==> config.mk <==
export PLATFORM = sky130hd
export DESIGN_NAME = tug_of_war_field
export DESIGN_NICKNAME = d
export VERILOG_FILES = /design/src/rtl/tug_pkg.sv /design/src/rtl/sat_counter.sv /design/src/rtl/tug_of_war_field.sv
export SDC_FILE = /design/constraint.sdc
export NUM_CORES = 1
export LEC_CHECK = 0
export BUFFER_PORTS_ARGS = -buffer_cell sky130_fd_sc_hd__buf_2
export CELL_PAD_IN_SITES_DETAIL_PLACEMENT = 0
export CELL_PAD_IN_SITES_GLOBAL_PLACEMENT = 1
export CORE_MARGIN = 2
export CORE_UTILIZATION = 44
export CTS_CLUSTER_DIAMETER = 150
export CTS_CLUSTER_SIZE = 12
export DETAILED_ROUTE_END_ITERATION = 16
export HOLD_SLACK_MARGIN = 0.03
export PLACE_DENSITY_LB_ADDON = 0.1
export SYNTH_ARGS = -nofsm -noshare
export SYNTH_HDL_FRONTEND = slang
export SYNTH_SLANG_ARGS = --single-unit
==> constraint.sdc <==
create_clock -name clk -period 4.5 [get_ports clk]
set_input_delay 0.9 -clock clk [delete_from_list [all_inputs] [get_ports clk]]
set_output_delay 0.9 -clock clk [all_outputs]
set_load 0.05 [all_outputs]
==> src/rtl/tug_pkg.sv <==
// Shared types and helpers for the tug-of-war playfield.
package tug_pkg;

    // Match phases: live play, dark pause between rounds, finished match.
    typedef enum logic [1:0] {
        ST_PLAY  = 2'd0,
        ST_SERVE = 2'd1,
        ST_DONE  = 2'd2
    } state_e;

    // Index of the middle LED of an odd-width row.
    function automatic int center_idx(input int num_lights);
        return (num_lights - 1) / 2;
    endfunction

endpackage

==> src/rtl/sat_counter.sv <==
// Up-counter that sticks at MAX, with a synchronous clear that wins over increment.
module sat_counter #(
    parameter int WIDTH = 3,
    parameter int MAX   = 7
) (
    input  logic             clk,
    input  logic             clr_i,
    input  logic             inc_i,
    output logic [WIDTH-1:0] count_o
);

    logic [WIDTH-1:0] count_q;

    // Count register: clear first, otherwise step up until MAX is reached.
    // NOTE: sequential state is assigned with <= so every register samples pre-edge values.
    always_ff @(posedge clk) begin
        if (clr_i) begin
            count_q <= '0;
        end else if (inc_i && (count_q != WIDTH'(MAX))) begin
            count_q <= count_q + WIDTH'(1);
        end
    end

    assign count_o = count_q;

endmodule

==> src/rtl/tug_of_war_field.sv <==
// Tug-of-war playfield: moving light, edge scoring, serve pause and match end.
module tug_of_war_field
    import tug_pkg::*;
#(
    parameter int NUM_LIGHTS   = 9,
    parameter int WIN_ROUNDS   = 7,
    parameter int SERVE_CYCLES = 4,
    localparam int SW          = $clog2(WIN_ROUNDS + 1)
) (
    input  logic                  clk,
    input  logic                  Reset,
    input  logic                  leftButton,
    input  logic                  rightButton,
    output logic [NUM_LIGHTS-1:0] lights,
    output logic [SW-1:0]         leftScore,
    output logic [SW-1:0]         rightScore,
    output logic                  pointLeft,
    output logic                  pointRight,
    output logic                  gameOver,
    output logic                  winnerRight
);

    localparam int                  CW         = $clog2(SERVE_CYCLES + 1);
    localparam int                  CENTER_IDX = center_idx(NUM_LIGHTS);
    localparam logic [NUM_LIGHTS-1:0] CENTER_LIT = NUM_LIGHTS'(1) << CENTER_IDX;

    state_e                  state_q, state_d;
    logic [NUM_LIGHTS-1:0]   lights_q, lights_d;
    logic [CW-1:0]           serve_q, serve_d;
    logic                    point_left_q, point_left_d;
    logic                    point_right_q, point_right_d;
    logic                    game_over_q, game_over_d;
    logic                    winner_right_q, winner_right_d;
    logic                    inc_left, inc_right;
    logic [SW-1:0]           left_score, right_score;
    logic                    left_final, right_final;

    // A point that brings a score to WIN_ROUNDS ends the match.
    assign left_final  = (left_score  == SW'(WIN_ROUNDS - 1));
    assign right_final = (right_score == SW'(WIN_ROUNDS - 1));

    sat_counter #(.WIDTH(SW), .MAX(WIN_ROUNDS)) u_left_score (
        .clk     (clk),
        .clr_i   (Reset),
        .inc_i   (inc_left),
        .count_o (left_score)
    );

    sat_counter #(.WIDTH(SW), .MAX(WIN_ROUNDS)) u_right_score (
        .clk     (clk),
        .clr_i   (Reset),
        .inc_i   (inc_right),
        .count_o (right_score)
    );

    // Next-state logic: light movement, scoring, serve countdown.
    // NOTE: every signal gets a default first so no path leaves one unassigned (no latches).
    always_comb begin
        state_d        = state_q;
        lights_d       = lights_q;
        serve_d        = serve_q;
        point_left_d   = 1'b0;
        point_right_d  = 1'b0;
        game_over_d    = game_over_q;
        winner_right_d = winner_right_q;
        inc_left       = 1'b0;
        inc_right      = 1'b0;

        case (state_q)
            ST_PLAY: begin
                if (rightButton && !leftButton) begin
                    if (lights_q[0]) begin
                        inc_right     = 1'b1;
                        point_right_d = 1'b1;
                        lights_d      = '0;
                        if (right_final) begin
                            state_d        = ST_DONE;
                            game_over_d    = 1'b1;
                            winner_right_d = 1'b1;
                        end else begin
                            state_d = ST_SERVE;
                            serve_d = CW'(SERVE_CYCLES);
                        end
                    end else begin
                        lights_d = lights_q >> 1;
                    end
                end else if (leftButton && !rightButton) begin
                    if (lights_q[NUM_LIGHTS-1]) begin
                        inc_left     = 1'b1;
                        point_left_d = 1'b1;
                        lights_d     = '0;
                        if (left_final) begin
                            state_d        = ST_DONE;
                            game_over_d    = 1'b1;
                            winner_right_d = 1'b0;
                        end else begin
                            state_d = ST_SERVE;
                            serve_d = CW'(SERVE_CYCLES);
                        end
                    end else begin
                        lights_d = lights_q << 1;
                    end
                end
            end
            ST_SERVE: begin
                // The point cycle plus SERVE_CYCLES further cycles stay dark.
                if (serve_q == '0) begin
                    lights_d = CENTER_LIT;
                    state_d  = ST_PLAY;
                end else begin
                    serve_d = serve_q - CW'(1);
                end
            end
            ST_DONE: begin
                lights_d = '0;
            end
            default: begin
                state_d = ST_PLAY;
            end
        endcase
    end

    // State and output registers with synchronous reset taking priority.
    always_ff @(posedge clk) begin
        if (Reset) begin
            state_q        <= ST_PLAY;
            lights_q       <= CENTER_LIT;
            serve_q        <= '0;
            point_left_q   <= 1'b0;
            point_right_q  <= 1'b0;
            game_over_q    <= 1'b0;
            winner_right_q <= 1'b0;
        end else begin
            state_q        <= state_d;
            lights_q       <= lights_d;
            serve_q        <= serve_d;
            point_left_q   <= point_left_d;
            point_right_q  <= point_right_d;
            game_over_q    <= game_over_d;
            winner_right_q <= winner_right_d;
        end
    end

    assign lights      = lights_q;
    assign leftScore   = left_score;
    assign rightScore  = right_score;
    assign pointLeft   = point_left_q;
    assign pointRight  = point_right_q;
    assign gameOver    = game_over_q;
    assign winnerRight = winner_right_q;

endmodule

==> results of run 1 <==
==> routing by layer <==
| metal | up-vias | GRT usage | wire length, um |
|---|---|---|---|
| li1 | 604 | - | - |
| met1 | 546 | 0.225 | 1410 |
| met2 | 24 | 0.281 | 1300 |
| met3 | 4 | 0.0346 | 79 |
| met4 | 0 | 0.0762 | 40 |
| met5 | - | 0 | 0 |
==> critical path, delay by kind of cell <==
family / cells / cell delay (ns)
adder cells (fa/ha/maj): 1 / 0.39
buffers and inverters: 2 / 0.14
AO/OA/AOI/OAI: 2 / 0.56
AND/OR/NAND/NOR: 2 / 0.78
==> per-stage QoR <==
step | std cells | util | hold WS (ns) | area, um^2
floorplan | 160 | - | 0.434 | 1380
global placement | 218 | 0.497 | 0.454 | 1510
detailed placement | 218 | 0.497 | 0.458 | 1510
CTS | 222 | 0.509 | 0.481 | 1540
global route | 222 | 0.509 | 0.519 | 1540
finish | 222 | 0.509 | 0.481 | 1540
==> path summary, 6_finish.rpt <==
check / to
setup / recovery: serve_q[2]
hold / removal: serve_q[1]
setup reg to reg: serve_q[2]
hold reg to reg: serve_q[1]
==> power groups by stage <==
stage,Clock (mW),Sequential [mW],Combinational (mW)
6_report,0.112,0.232,0.115
5_1_grt,0.128,0.234,0.129
4_1_cts,0.121,0.232,0.116
3_5_place_dp,0,0.236,0.116
3_3_place_gp,0,0.236,0.115
2_1_floorplan,0,0.252,0.0749
==> placed cells by master, fill, tap and decap left out, types with 2 or more instances in the layout <==
master / count
nand3b_1: 2
nand3_1: 2
nor2_1: 14
o21ai_0: 2
o31ai_1: 3
mux2i_1: 4
nand4_1: 2
clkbuf_4: 3
xnor2_1: 2
or3_1: 7
ha_1: 15
dfxtp_1: 24
a21o_1: 3
and3b_1: 2
nor3b_1: 6
a31oi_1: 5
nand4b_1: 2
nand2b_1: 4
a21oi_1: 15
or4_1: 3
nand2_1: 11
a211oi_1: 2
inv_1: 10
buf_2: 22
==> state kept, by name, indices dropped and copies added (netlist names) <==
register               cells
gameOver                   1
u_right_score.count_o      3
lights                     9
serve_q                    3
pointLeft                  1
u_left_score.count_o       3
pointRight                 1
state_q                    2
winnerRight                1
==> cell type report <==
class,instances,area share
Sequential cell,24,0.312
Timing Repair Buffer,22,0.0714
Clock buffer,4,0.0235
Multi-Input combinational cell,118,0.533
Inverter,10,0.0244
Tap cell,44,0.0357
==> cells by family (layout without fill, tap and decap cells) <==
family | count (synthesis) | after routing | share of synthesized area
AO/OA/AOI/OAI | 36 | 36 | 0.165
flip-flops | 24 | 24 | 0.348
AND/OR/NAND/NOR | 61 | 61 | 0.253
multiplexers | 4 | 4 | 0.0290
adder cells (fa/ha/maj) | 15 | 15 | 0.136
XOR/XNOR | 2 | 2 | 0.0127
buffers and inverters | 18 | 36 | 0.0562
==> results.md, run 1 <==
* Status: completed
* Critical path fanouts, max at 20
* Sequential share of the synthesized area at 0.348
* # resized after CTS at 0
* Setup TNS at 0 ns
* Avg Inst Size Synth at 8.63 um^2
* Via count at 1178
* Crit. Startpoint: leftButton
* Diode count at 0
* Max Slew Vio Count at 0
* CTS Hold Bufs at 0
* Initial core utilization at 0.456
* Comb power frac at 0.251
* Residual DRC at 0
* Register-to-register path setup slack at 2.50 ns
* Die H at 60.0 um
* WP data arrival at 2.77 ns
* CP Cell Sequence: buf_2 -> inv_1 -> ha_1 -> nor2b_2 -> o31a_1 -> or4_1 -> a211oi_1
* Largest stage delay, worst path at 0.52 ns
* VDD IR max at 0.131 mV
* Worst-Margin Slew at 0.586 ns
* Post-CTS Setup Bufs at 0
* Min Clock Period, post-route at 2.53 ns
* Yosys Warn Count at 0
* Relative slew slack at 0.609
* Clock Latency Late Sink at 0.31 ns
* Unrepaired setup endpoints after global routing: false
* Core ar. at 0.00303 mm^2
* Antenna violation net count after detailed routing at 0
* Max_cap viols at 0
* Initial antenna violation count at 0
* Period utilisation layout at 0.562
* Gate Count Post-Synth at 160
* LEAKAGE at 0.661 nW
* Register area at 480 um^2
* Synth top area share at 0.348
* Net Sw Frac at 0.325
* Gr usage total at 0.175
* Worst setup SP type: primary input
* Clock sink count at 24
* Sequential Power Share at 0.504
* TritonCTS clock tree: yes
* CP Capture Type: flop
* Ys flop type: dfxtp_1
* Clock share of power at 0.245
* Pint at 310 uW
* Fraction of registers with async set/reset at 0
* Wirelength per Cell at 12.7 um
* Hold Crit Class: flop to flop
* First-pass iteration count of the detailed router at 4
* Distinct cell type count after synthesis at 37
* Final hold vios at 0
* Cell row count at 20
* F_max at 396 MHz
* Largest net degree at the start of global routing at 24
* Die width at 60.0 um
* Worst Reg-to-Reg Cells at 6
* Sw Pwr at 149 uW
* Area contributors post-synth: dfxtp_1 (35%), ha_1 (14%), a21oi_1 (5.4%)
* Worst slack at placement at 1.64 ns
* Area leader, netlist: dfxtp_1
* Final setup violation count at 0
* Hpwl dp at 2060 um
* Clock root cell: clkbuf_4
* Pwr Total at 459 uW
* Synth-to-Final Area Change at 11.7%
* Synthesized area at 0.00138 mm^2
* Fill cells at 283
* H-tree depth at 1
* Via density at 5.31
* Hold_sp: serve_q[1]
* Worst Slack Setup Final at 1.97 ns
* Required time worst endpoint at 4.74 ns
* Syn_nets at 179
* I/O pin cnt at 23
* Most numerous cell in the Yosys netlist: dfxtp_1
* Overflow left after global routing at 0
* Yosys reg bits at 24
* Clock Skews at 0.00193 ns
* Layout cell share with drive strength beyond 1 at 0.163
* Post-synth top cells: dfxtp_1 (24), a21oi_1 (15), ha_1 (15), nor2_1 (14), nand2_1 (11)
* Nets at 198
* Reg clk slew, reported paths at 0.13 ns
* Vias in the first global route at 1064
* Hold depth at 2
* Clock buffer depth at 2
* CTS Buf Count at 3
* Initial drt markers at 43
* IO buf count at 22
* First-pass GRT wire length at 4770 um
* WS Path Type: primary input to flop
* PwrDens at 298 mW/mm^2
* Number of synthesized flops with an enable pin at 0
* Critical path's slowest cell: or4_1
* Die ar. at 0.00360 mm^2
* R2R Path Start: state_q[0]
* Multi-input gate area at 822 um^2
* Final WL at 2830 um
* Placer congestion estimate at 0.730
Note: power is estimated with default switching activity, not from simulation.
==> inputs of run 2 (changes only) <==
- ABC_AREA: not set -> 1
- CORE_UTILIZATION: 44 -> 36
- clock period: 4.5 -> 2.2 ns (I/O delays scaled with it)
==> results.md, run 2 <==
* Reg clk slew, reported paths at 0.09 ns (-0.04 ns)
* VDD IR max at 0.488 mV (+270%)
* First-pass GRT wire length at 5260 um (+10%)
* Initial drt markers at 48 (+12%)
* Core Util, Final at 0.443 (-0.0657)
* Clock sink count at 24 (unchanged)
* Clock Skews at 0.00338 ns (+0.00145 ns)
* F_max at 610 MHz
* Pwr Total at 1.95 mW (+330%)
* CP Cell Sequence: inv_1 -> ha_1 -> nand2_4 -> nand2_4 -> a21oi_4 -> nand2_2 -> clkinv_2 -> nand2_1 -> a21oi_1
* Initial antenna violation count at 0 (unchanged)
* Clock root cell: clkbuf_8
* LEAKAGE at 0.794 nW (+20%)
* Max reg flops at 9 (unchanged)
* Period utilisation layout at 0.745
* Register-to-register path setup slack at 0.56 ns (-1.94 ns)
* Via count at 1261 (+7.0%)
* Layout cell share with drive strength beyond 1 at 0.218 (+0.0547)
* Number of synthesized flops with an enable pin at 0 (unchanged)
* Placer congestion estimate at 0.822 (+13%)
* PwrDens at 1190 mW/mm^2 (+300%)
* Max Slew Vio Count at 0 (unchanged)
* Final hold vios at 0 (unchanged)
* CTS Buf Count at 3 (unchanged)
* TritonCTS clock tree: yes
* Distinct cell type count after synthesis at 26 (-30%)
* Synth top area share at 0.338 (-0.0101)
* Yosys reg bits at 24 (unchanged)
* I/O pin cnt at 23 (unchanged)
* Sequential share of the synthesized area at 0.338 (-0.0101)
* Hold Crit Class: flop to flop
* Clock buffer depth at 2 (unchanged)
* Final Cell Area at 0.00165 mm^2 (+6.9%)
* H-tree depth at 1 (unchanged)
* Post-CTS Setup Bufs at 0 (unchanged)
* Post-synth top cells: nand2_1 (40), inv_1 (27), dfxtp_1 (24), nor2_1 (18), a21oi_1 (17)
* Worst setup SP type: flop
* Synth-to-Final Area Change at 15.9%
* Die width at 66.8 um (+11%)
* First-pass iteration count of the detailed router at 4 (unchanged)
* Most numerous cell in the Yosys netlist: nand2_1
* Status: completed
* Setup TNS at 0 ns (unchanged)
* Die ar. at 0.00447 mm^2 (+24%)
* Area contributors post-synth: dfxtp_1 (34%), ha_1 (13%), nand2_1 (11%)
* Min Clock Period, post-route at 1.64 ns
* Ys flop type: dfxtp_1
* Via density at 4.78 (-10%)
* Max_cap viols at 0 (unchanged)
* Nets at 236 (+19%)
* CTS Hold Bufs at 0 (unchanged)
* Worst-Margin Slew at 0.390 ns (-0.195 ns)
* Relative slew slack at 0.740 (+0.131)
* Avg Inst Size Synth at 7.40 um^2 (-14%)
* WP data arrival at 1.84 ns (-0.93 ns)
* Required time worst endpoint at 2.41 ns (-2.33 ns)
* Final setup violation count at 0 (unchanged)
* Final WL at 3100 um (+9.5%)
* Residual DRC at 0 (unchanged)
* Die H at 66.8 um (+11%)
* CP Capture Type: flop
* Hpwl dp at 2400 um (+16%)
* Largest stage delay, worst path at 0.39 ns (-0.13 ns)
* Fraction of registers with async set/reset at 0 (unchanged)
* WS Path Type: flop to flop
* Synthesized area at 0.00142 mm^2 (+3.0%)
* Diode count at 0 (unchanged)
* Overflow left after global routing at 0 (unchanged)
* Critical path's slowest cell: dfxtp_1
* Gate Count Post-Synth at 192 (+20%)
* # resized after CTS at 0 (unchanged)
* Cell row count at 22 (+10%)
* Syn_nets at 211 (+18%)
* Core ar. at 0.00372 mm^2 (+23%)
* IO buf count at 22 (unchanged)
* Gr usage total at 0.156 (-0.0189)
* Largest net degree at the start of global routing at 16 (-33%)
* Unrepaired setup endpoints after global routing: false
* Critical path fanouts, max at 8 (-60%)
* Commonest non-fill, non-tap cells in the layout: nand2_1 (40), inv_1 (27), dfxtp_1 (24)
* Yosys Warn Count at 0 (unchanged)
* Initial core utilization at 0.382 (-0.0733)
* Commonest non-fill, non-tap cell in the layout: nand2_1
* Crit path top cell by count: nand2_4
* Wirelength per Cell at 11.7 um (-7.9%)
* Antenna violation net count after detailed routing at 0 (unchanged)
* Area leader, netlist: dfxtp_1
* Placed cell area at 0.00158 mm^2 (+4.7%)
* Vias in the first global route at 1172 (+10%)
* Clock Latency Late Sink at 0.27 ns (-0.04 ns)
## run 2: cell count changes after synthesis, sizes merged, moves of 5 or more
cell and delta:
nand2 +37, inv +19, nand3 +8, or3 -7, nor2 +6, nor3b -6, o21ai +6, o22ai +6
a31oi -5
## run 2: cells by family (layout without fill, tap and decap cells)
kind of cell / count (synthesis) / after routing / synth area share
fa+ha+maj: 15 / 15 / 0.132
buf+inv: 33 / 57 / 0.0933
simple gates: 88 / 88 / 0.311
flops: 24 / 24 / 0.338
compound gates: 32 / 32 / 0.126
## run 2: final cells by class
type                            instances  area [um^2]
Fill cell                             398         2070
Multi-Input combinational cell        135          808
Sequential cell                        24          480
Inverter                               31          118
Timing Repair Buffer                   22          110
Tap cell                               48         60.1
Clock buffer                            3         41.3
Clock inverter                          1         30.0
## run 2: through the flow
step	std cells	hold WS (ns)	setup slack, ns
4_1_cts	264	0.460	0.525
2_1_floorplan	192	0.498	0.663
3_3_place_gp	260	0.437	0.542
5_1_grt	264	0.490	0.374
6_report	264	0.455	0.561
3_5_place_dp	260	0.446	0.503
## run 2: worst max-delay path: cells and delay by family, from the launching register on
family | cells | cell delay (ns)
buf+inv | 2 | 0.18
simple gates | 4 | 0.34
fa+ha+maj | 1 | 0.34
compound gates | 2 | 0.32
flops | 1 | 0.39
## run 2: final timing paths
| check | from | end | cells past startpoint |
|---|---|---|---|
| worst max-delay path | state_q[0] | lights[1] | 9 |
| worst max register to register | state_q[0] | lights[1] | 9 |
| worst min-delay path | gameOver | gameOver | 2 |
| worst min register to register | gameOver | gameOver | 2 |
## run 2: power breakdown
part	internal [mW]	total (mW)	switching (mW)
registers	0.507	0.552	0.0453
clock network	0.243	0.394	0.151
logic	0.317	1.01	0.691
## run 2: metal layers
layer / GRT usage / routed length, um / share of wire
met5: 0 / 0 / 0
met1: 0.204 / 1440 / 0.47
met3: 0.0253 / 103 / 0.033
met2: 0.258 / 1510 / 0.49
met4: 0.0536 / 40 / 0.013
